===== src/rtl/mem_port_arbiter.sv =====
// Two-port (instruction/data) arbiter onto one registered memory port.
// Optional macro ARB_FAIR_EN adds a starvation counter that forces an instruction grant.
module mem_port_arbiter #(
    parameter int ADDR_W     = 32,
    parameter int DATA_W     = 32,
    parameter int STARVE_MAX = 4
) (
    input  logic                clk,
    input  logic                rstn,
    input  logic                i_req,
    input  logic [ADDR_W-1:0]   i_addr,
    output logic                i_ack,
    output logic [DATA_W-1:0]   i_rdata,
    input  logic                d_req,
    input  logic                d_we,
    input  logic [ADDR_W-1:0]   d_addr,
    input  logic [DATA_W-1:0]   d_wdata,
    input  logic [DATA_W/8-1:0] d_be,
    output logic                d_ack,
    output logic [DATA_W-1:0]   d_rdata,
    output logic                m_req,
    output logic                m_we,
    output logic [ADDR_W-1:0]   m_addr,
    output logic [DATA_W-1:0]   m_wdata,
    output logic [DATA_W/8-1:0] m_be,
    input  logic                m_ready,
    input  logic [DATA_W-1:0]   m_rdata,
    output logic                busy
);

    localparam int BE_W = DATA_W / 8;

    typedef enum logic [1:0] {
        IDLE   = 2'd0,
        BUSY_I = 2'd1,
        BUSY_D = 2'd2
    } state_t;

    state_t              state_q, state_d;
    logic                m_req_q, m_req_d;
    logic                m_we_q, m_we_d;
    logic [ADDR_W-1:0]   m_addr_q, m_addr_d;
    logic [DATA_W-1:0]   m_wdata_q, m_wdata_d;
    logic [BE_W-1:0]     m_be_q, m_be_d;
    logic                i_ack_q, i_ack_d;
    logic                d_ack_q, d_ack_d;
    logic [DATA_W-1:0]   i_rdata_q, i_rdata_d;
    logic [DATA_W-1:0]   d_rdata_q, d_rdata_d;
    logic                busy_q, busy_d;
    logic                force_i_s;
    logic                grant_i_s;
    logic                grant_d_s;

`ifdef ARB_FAIR_EN
    localparam int CNT_W = $clog2(STARVE_MAX + 1);
    logic [CNT_W-1:0]    starve_q, starve_d;

    // Instruction grant is forced once data has won STARVE_MAX times while fetch waited.
    always_comb begin
        force_i_s = i_req && (starve_q == CNT_W'(STARVE_MAX));
    end

    // Starvation counter next state: cleared by a fetch grant, bumped by a contested data grant.
    always_comb begin
        starve_d = starve_q;
        if (grant_i_s) begin
            starve_d = {CNT_W{1'b0}};
        end else if (grant_d_s && i_req) begin
            starve_d = starve_q + {{(CNT_W-1){1'b0}}, 1'b1};
        end else begin
            starve_d = starve_q;
        end
    end

    // Starvation counter register.
    always_ff @(posedge clk or negedge rstn) begin
        if (!rstn) begin
            starve_q <= {CNT_W{1'b0}};
        end else begin
            starve_q <= starve_d;
        end
    end
`else
    // Fixed priority: data always wins a tie.
    always_comb begin
        force_i_s = 1'b0;
    end
`endif

    // Next-state and registered-output logic for the arbitration FSM.
    always_comb begin
        state_d   = state_q;
        m_req_d   = m_req_q;
        m_we_d    = m_we_q;
        m_addr_d  = m_addr_q;
        m_wdata_d = m_wdata_q;
        m_be_d    = m_be_q;
        i_ack_d   = 1'b0;
        d_ack_d   = 1'b0;
        i_rdata_d = i_rdata_q;
        d_rdata_d = d_rdata_q;
        grant_i_s = 1'b0;
        grant_d_s = 1'b0;
        case (state_q)
            IDLE: begin
                if (d_req && !force_i_s) begin
                    grant_d_s = 1'b1;
                    state_d   = BUSY_D;
                    m_req_d   = 1'b1;
                    m_we_d    = d_we;
                    m_addr_d  = d_addr;
                    m_wdata_d = d_wdata;
                    m_be_d    = d_be;
                end else if (i_req) begin
                    grant_i_s = 1'b1;
                    state_d   = BUSY_I;
                    m_req_d   = 1'b1;
                    m_we_d    = 1'b0;
                    m_addr_d  = i_addr;
                    m_be_d    = {BE_W{1'b1}};
                end else begin
                    state_d = IDLE;
                end
            end
            BUSY_I: begin
                if (m_ready) begin
                    state_d   = IDLE;
                    m_req_d   = 1'b0;
                    i_ack_d   = 1'b1;
                    i_rdata_d = m_rdata;
                end else begin
                    state_d = BUSY_I;
                end
            end
            BUSY_D: begin
                if (m_ready) begin
                    state_d = IDLE;
                    m_req_d = 1'b0;
                    d_ack_d = 1'b1;
                    // Stores leave the last loaded word visible.
                    if (!m_we_q) begin
                        d_rdata_d = m_rdata;
                    end else begin
                        d_rdata_d = d_rdata_q;
                    end
                end else begin
                    state_d = BUSY_D;
                end
            end
            default: begin
                state_d = IDLE;
                m_req_d = 1'b0;
            end
        endcase
        busy_d = (state_d != IDLE);
    end

    // State and output registers.
    always_ff @(posedge clk or negedge rstn) begin
        if (!rstn) begin
            state_q   <= IDLE;
            m_req_q   <= 1'b0;
            m_we_q    <= 1'b0;
            m_addr_q  <= {ADDR_W{1'b0}};
            m_wdata_q <= {DATA_W{1'b0}};
            m_be_q    <= {BE_W{1'b0}};
            i_ack_q   <= 1'b0;
            d_ack_q   <= 1'b0;
            i_rdata_q <= {DATA_W{1'b0}};
            d_rdata_q <= {DATA_W{1'b0}};
            busy_q    <= 1'b0;
        end else begin
            state_q   <= state_d;
            m_req_q   <= m_req_d;
            m_we_q    <= m_we_d;
            m_addr_q  <= m_addr_d;
            m_wdata_q <= m_wdata_d;
            m_be_q    <= m_be_d;
            i_ack_q   <= i_ack_d;
            d_ack_q   <= d_ack_d;
            i_rdata_q <= i_rdata_d;
            d_rdata_q <= d_rdata_d;
            busy_q    <= busy_d;
        end
    end

    assign m_req   = m_req_q;
    assign m_we    = m_we_q;
    assign m_addr  = m_addr_q;
    assign m_wdata = m_wdata_q;
    assign m_be    = m_be_q;
    assign i_ack   = i_ack_q;
    assign d_ack   = d_ack_q;
    assign i_rdata = i_rdata_q;
    assign d_rdata = d_rdata_q;
    assign busy    = busy_q;

endmodule


===== config.mk =====
export PLATFORM = sky130hd
export DESIGN_NAME = mem_port_arbiter
export DESIGN_NICKNAME = d
export VERILOG_FILES = /design/src/rtl/mem_port_arbiter.sv
export SDC_FILE = /design/constraint.sdc
export NUM_CORES = 1
export LEC_CHECK = 0
export ABC_AREA = 1
export BUFFER_PORTS_ARGS = -buffer_cell sky130_fd_sc_hd__buf_4
export CORE_ASPECT_RATIO = 1.4
export CORE_MARGIN = 3
export CORE_UTILIZATION = 30
export DETAILED_ROUTE_END_ITERATION = 16
export GPL_ROUTABILITY_DRIVEN = 0
export HOLD_SLACK_MARGIN = 0.06
export SETUP_SLACK_MARGIN = 0.1
export SKIP_LAST_GASP = 1
export SYNTH_ARGS = -nofsm -noshare
export SYNTH_HDL_FRONTEND = slang
export SYNTH_SLANG_ARGS = --single-unit

===== constraint.sdc =====
create_clock -name clk -period 1.75 [get_ports clk]
set_input_delay 0.2625 -clock clk [delete_from_list [all_inputs] [get_ports clk]]
set_output_delay 0.2625 -clock clk [all_outputs]
set_load 0.02 [all_outputs]

==> impl_summary.txt <==
----------------------------------------------------
[Clocking]
  Number of resized instances in the post-cts repair step ... 0
  Post-CTS clock slew at the launch and capture registers of the worst setup and hold paths ... 0.06 ns
  CTS HTree Levels ... 4
  Count of buffers added by post-CTS timing repair for setup ... 0
  Clock tree from TritonCTS ... built
  Maximum number of buffers from clock root to sink ... 2
  Root buffer cell ... sky130_fd_sc_hd__clkbuf_16
  Clk Latency, worst-skew pair ... 0.41 ns
  Clock buffers created by TritonCTS ... 17
  Sinks on Clock Net ... 139

[Timing]
  Post-route clock skew ... 0.0110 ns
  Fmax ... 675 MHz
  Number of slew-limit violations in the final report ... 0
  Final-layout setup total negative slack ... 0 ns
  Worst slew pin tran ... 0.362 ns
  Share of the clock period used by the worst path ... 84.6%
  Total setup violations reported at the end of the flow ... 0
  RSZ-0062 raised after global routing ... no
  Max_slew headroom ... 75.9%
  Final Hold Vio Count ... 0
  Min Tclk post-route ... 1.48 ns
  Worst-case setup margin in the final layout ... 0.269 ns

[Placement]
  Half-perimeter wire length of the detailed placement result ... 12300 um
  Count of input and output buffers ... 274
  Setup slack after placement ... 0.274 ns
  Number of cells in the design after placement ... 1170
  Placed cell area ... 0.00809 mm2

[Drt]
  Number of vias per cell ... 4.31
  Aggregate routed wire length ... 17200 um
  Iteration count of the initial detailed-routing pass ... 7
  DRT iter0 DRCs ... 263
  Number of DRC violations after detailed routing ... 0
  Count of vias placed by the detailed router ... 5322
  Count of nets left with antenna violations after detail routing ... 0
  Routed len/inst ... 13.9 um

[Final layout]
  Area delta synth->final ... 57.0%
  Leading cell types in the layout, fill and taps excluded ... sky130_fd_sc_hd__nand2_1, sky130_fd_sc_hd__buf_4, sky130_fd_sc_hd__dfrtp_1
  Final-layout fill cell count ... 1835
  Final standard cell count with taps included and fillers excluded ... 1236
  Diodes inserted ... 0
  Final-stage net count ... 1122
  Final non-filler cell area ... 0.00898 mm2
  Ratio of cells with drive above 1 in the final layout ... 32.9%
  Most frequent standard cell in the layout excluding fill and tap cells ... sky130_fd_sc_hd__nand2_1

[Floorplan]
  Die width ... 123 um
  Die boundary height ... 169 um
  Overall die area ... 0.0208 mm2
  Area inside the core boundary ... 0.0187 mm2
  Effective utilization at floorplan ... 30.6%
  Standard-cell row count ... 59
  Number of top-level design ports ... 275

[Logic synthesis]
  Combined area of all synthesized cells ... 0.00572 mm2
  Synthesized net count ... 817
  Synthesized netlist cell count ... 674
  Number of distinct library cells after synthesis ... 15
  Seq/Total Area, Yosys ... 60.9%
  Seq cells post-synth ... 139
  Synth Warn # ... 0
  Syn Area/Cell ... 8.48 um2

[Status]
  Status ... completed

[Global route]
  M3 GR Usage ... 5.37%
  All-layer global routing usage ... 16.4%
  Met1 usage in global routing ... 18.9%
  Busiest layer in global routing ... met2
  Gr ovfl total ... 0
  Number of antenna violations at the first check in global routing ... 0
  Pin count of the biggest net entering global routing ... 66
  Global-route wire length before repair ... 26800 um
  Met2 demand-to-capacity share in global routing ... 27.9%
  Number of global-route vias before repair ... 5379

[Setup path]
  Required time worst endpoint ... 2.03 ns
  Longest individual stage delay on the worst path ... 0.40 ns
  Worst Reg-to-Reg Cells ... 6
  Worst reg2reg setup slack ... 0.27 ns
  Cell with the largest stage delay on the worst path ... sky130_fd_sc_hd__dfrtp_1
  Beginning of the worst register-to-register path ... state_q[0]
  CP endpoint kind ... register
  Reg2Reg Capture Point ... m_we
  Cells along the critical path ... inv_1, ha_1, nand2_4, nand2_1, buf_12, o21ai_0
  Category of the critical setup timing path ... register to register
  Startpoint type of the worst setup path ... register
  Top fanout value on the critical path ... 37
  Critical Path AT ... 1.76 ns

[Hold path]
  Source of the worst hold timing path ... d_be[2]
  End point of the worst hold path ... m_be[2]
  Path type of the worst min-delay path ... input pin to register
  Hold Path Cell Cnt ... 3

[Power and ir drop]
  PwrDens ... 1800 mW/mm2
  IR drop worst, VDD ... 0.896 mV
  Power Total ... 0.0162 W
  Leakage power total ... 5.01 nW

[Flow run]
  Max-cap violations ... 0

----------------------------------------------------
worst max path at each step:
stage / start / to / slack (ns)
finish: state_q[0] / m_we / 0.27
global route: state_q[0] / m_addr[14] / 0.16
CTS: state_q[0] / m_we / 0.26
detailed placement: state_q[0] / m_we / 0.27
global placement: state_q[0] / m_wdata[11] / 0.34
floorplan: state_q[0] / m_wdata[21] / 0.39
critical path, delay by kind of cell (launching register included):
kind	cells	cell delay [ns]
fa+ha+maj	1	0.28
buf+inv	2	0.33
compound gates	1	0.10
flops	1	0.40
simple gates	2	0.24
area by class of cell:
type	count	area, um2	share of cell area (%)
flip-flops and latches	139	3480	38.8
repair buffers	323	2590	28.8
multi-input cells	454	1890	21.0
well taps	244	305	3.40
inverters	44	165	1.84
clock inverters	14	110	1.23
clock buffers	18	439	4.89
state kept, by name, indices dropped and copies added (netlist names):
name and cells:
d_rdata 32, i_rdata 32, m_addr 32, m_wdata 32, m_be 4, state_q 2
busy 1, d_ack 1, i_ack 1, m_req 1, m_we 1
where the power goes:
group          total [W]  internal, W  leakage [nW]  switching, W
registers        0.00554      0.00471          1.72      0.000823
clock network    0.00334      0.00188         0.266       0.00147
logic            0.00731      0.00301          3.02       0.00430
total             0.0162      0.00960          5.01       0.00659
metal layers:
layer	up-vias	wire length [um]
li1	2683	-
met4	0	554
met5	-	0
met2	176	8680
met1	2436	6670
met3	27	1280
cells in the mapped netlist:
master	n	share of area, %
sky130_fd_sc_hd__nand3_2	1	0.18
sky130_fd_sc_hd__buf_4	2	0.26
sky130_fd_sc_hd__o21ai_0	65	5.7
sky130_fd_sc_hd__ha_1	5	1.1
sky130_fd_sc_hd__nand2_2	1	0.11
sky130_fd_sc_hd__buf_2	13	1.1
sky130_fd_sc_hd__buf_6	3	0.59
sky130_fd_sc_hd__inv_2	1	0.066
sky130_fd_sc_hd__nand2_1	336	22
sky130_fd_sc_hd__nor2_1	12	0.79
sky130_fd_sc_hd__clkbuf_1	19	1.2
sky130_fd_sc_hd__nand3_1	33	2.9
sky130_fd_sc_hd__nand2_4	1	0.20
sky130_fd_sc_hd__inv_1	43	2.8
sky130_fd_sc_hd__dfrtp_1	139	61
cells by family (layout without fill, tap and decap cells):
group | Yosys count | after routing | share of synthesized area [%]
and+or+nand+nor | 384 | 384 | 26.2
buffers and inverters | 81 | 399 | 6.13
AOI/OAI and AO/OA | 65 | 65 | 5.69
DFF | 139 | 139 | 60.9
adders and majority gates | 5 | 5 | 1.09
what timing repair did:
action / CTS / global route
endpoints found under the hold margin: 143 / 0
hold buffers: 34 / 0
endpoints found under the setup margin: 0 / 0
through the flow:
| step | hold WS, ns | utilization [%] |
|---|---|---|
| 6_report | 0.0900 | 48.1 |
| 5_1_grt | 0.0724 | 48.1 |
| 4_1_cts | 0.0655 | 48.1 |
| 3_5_place_dp | 0.127 | 43.3 |
| 3_3_place_gp | 0.129 | 43.3 |
| 2_1_floorplan | -0.0331 | - |
(Power assumes the default switching activity.)
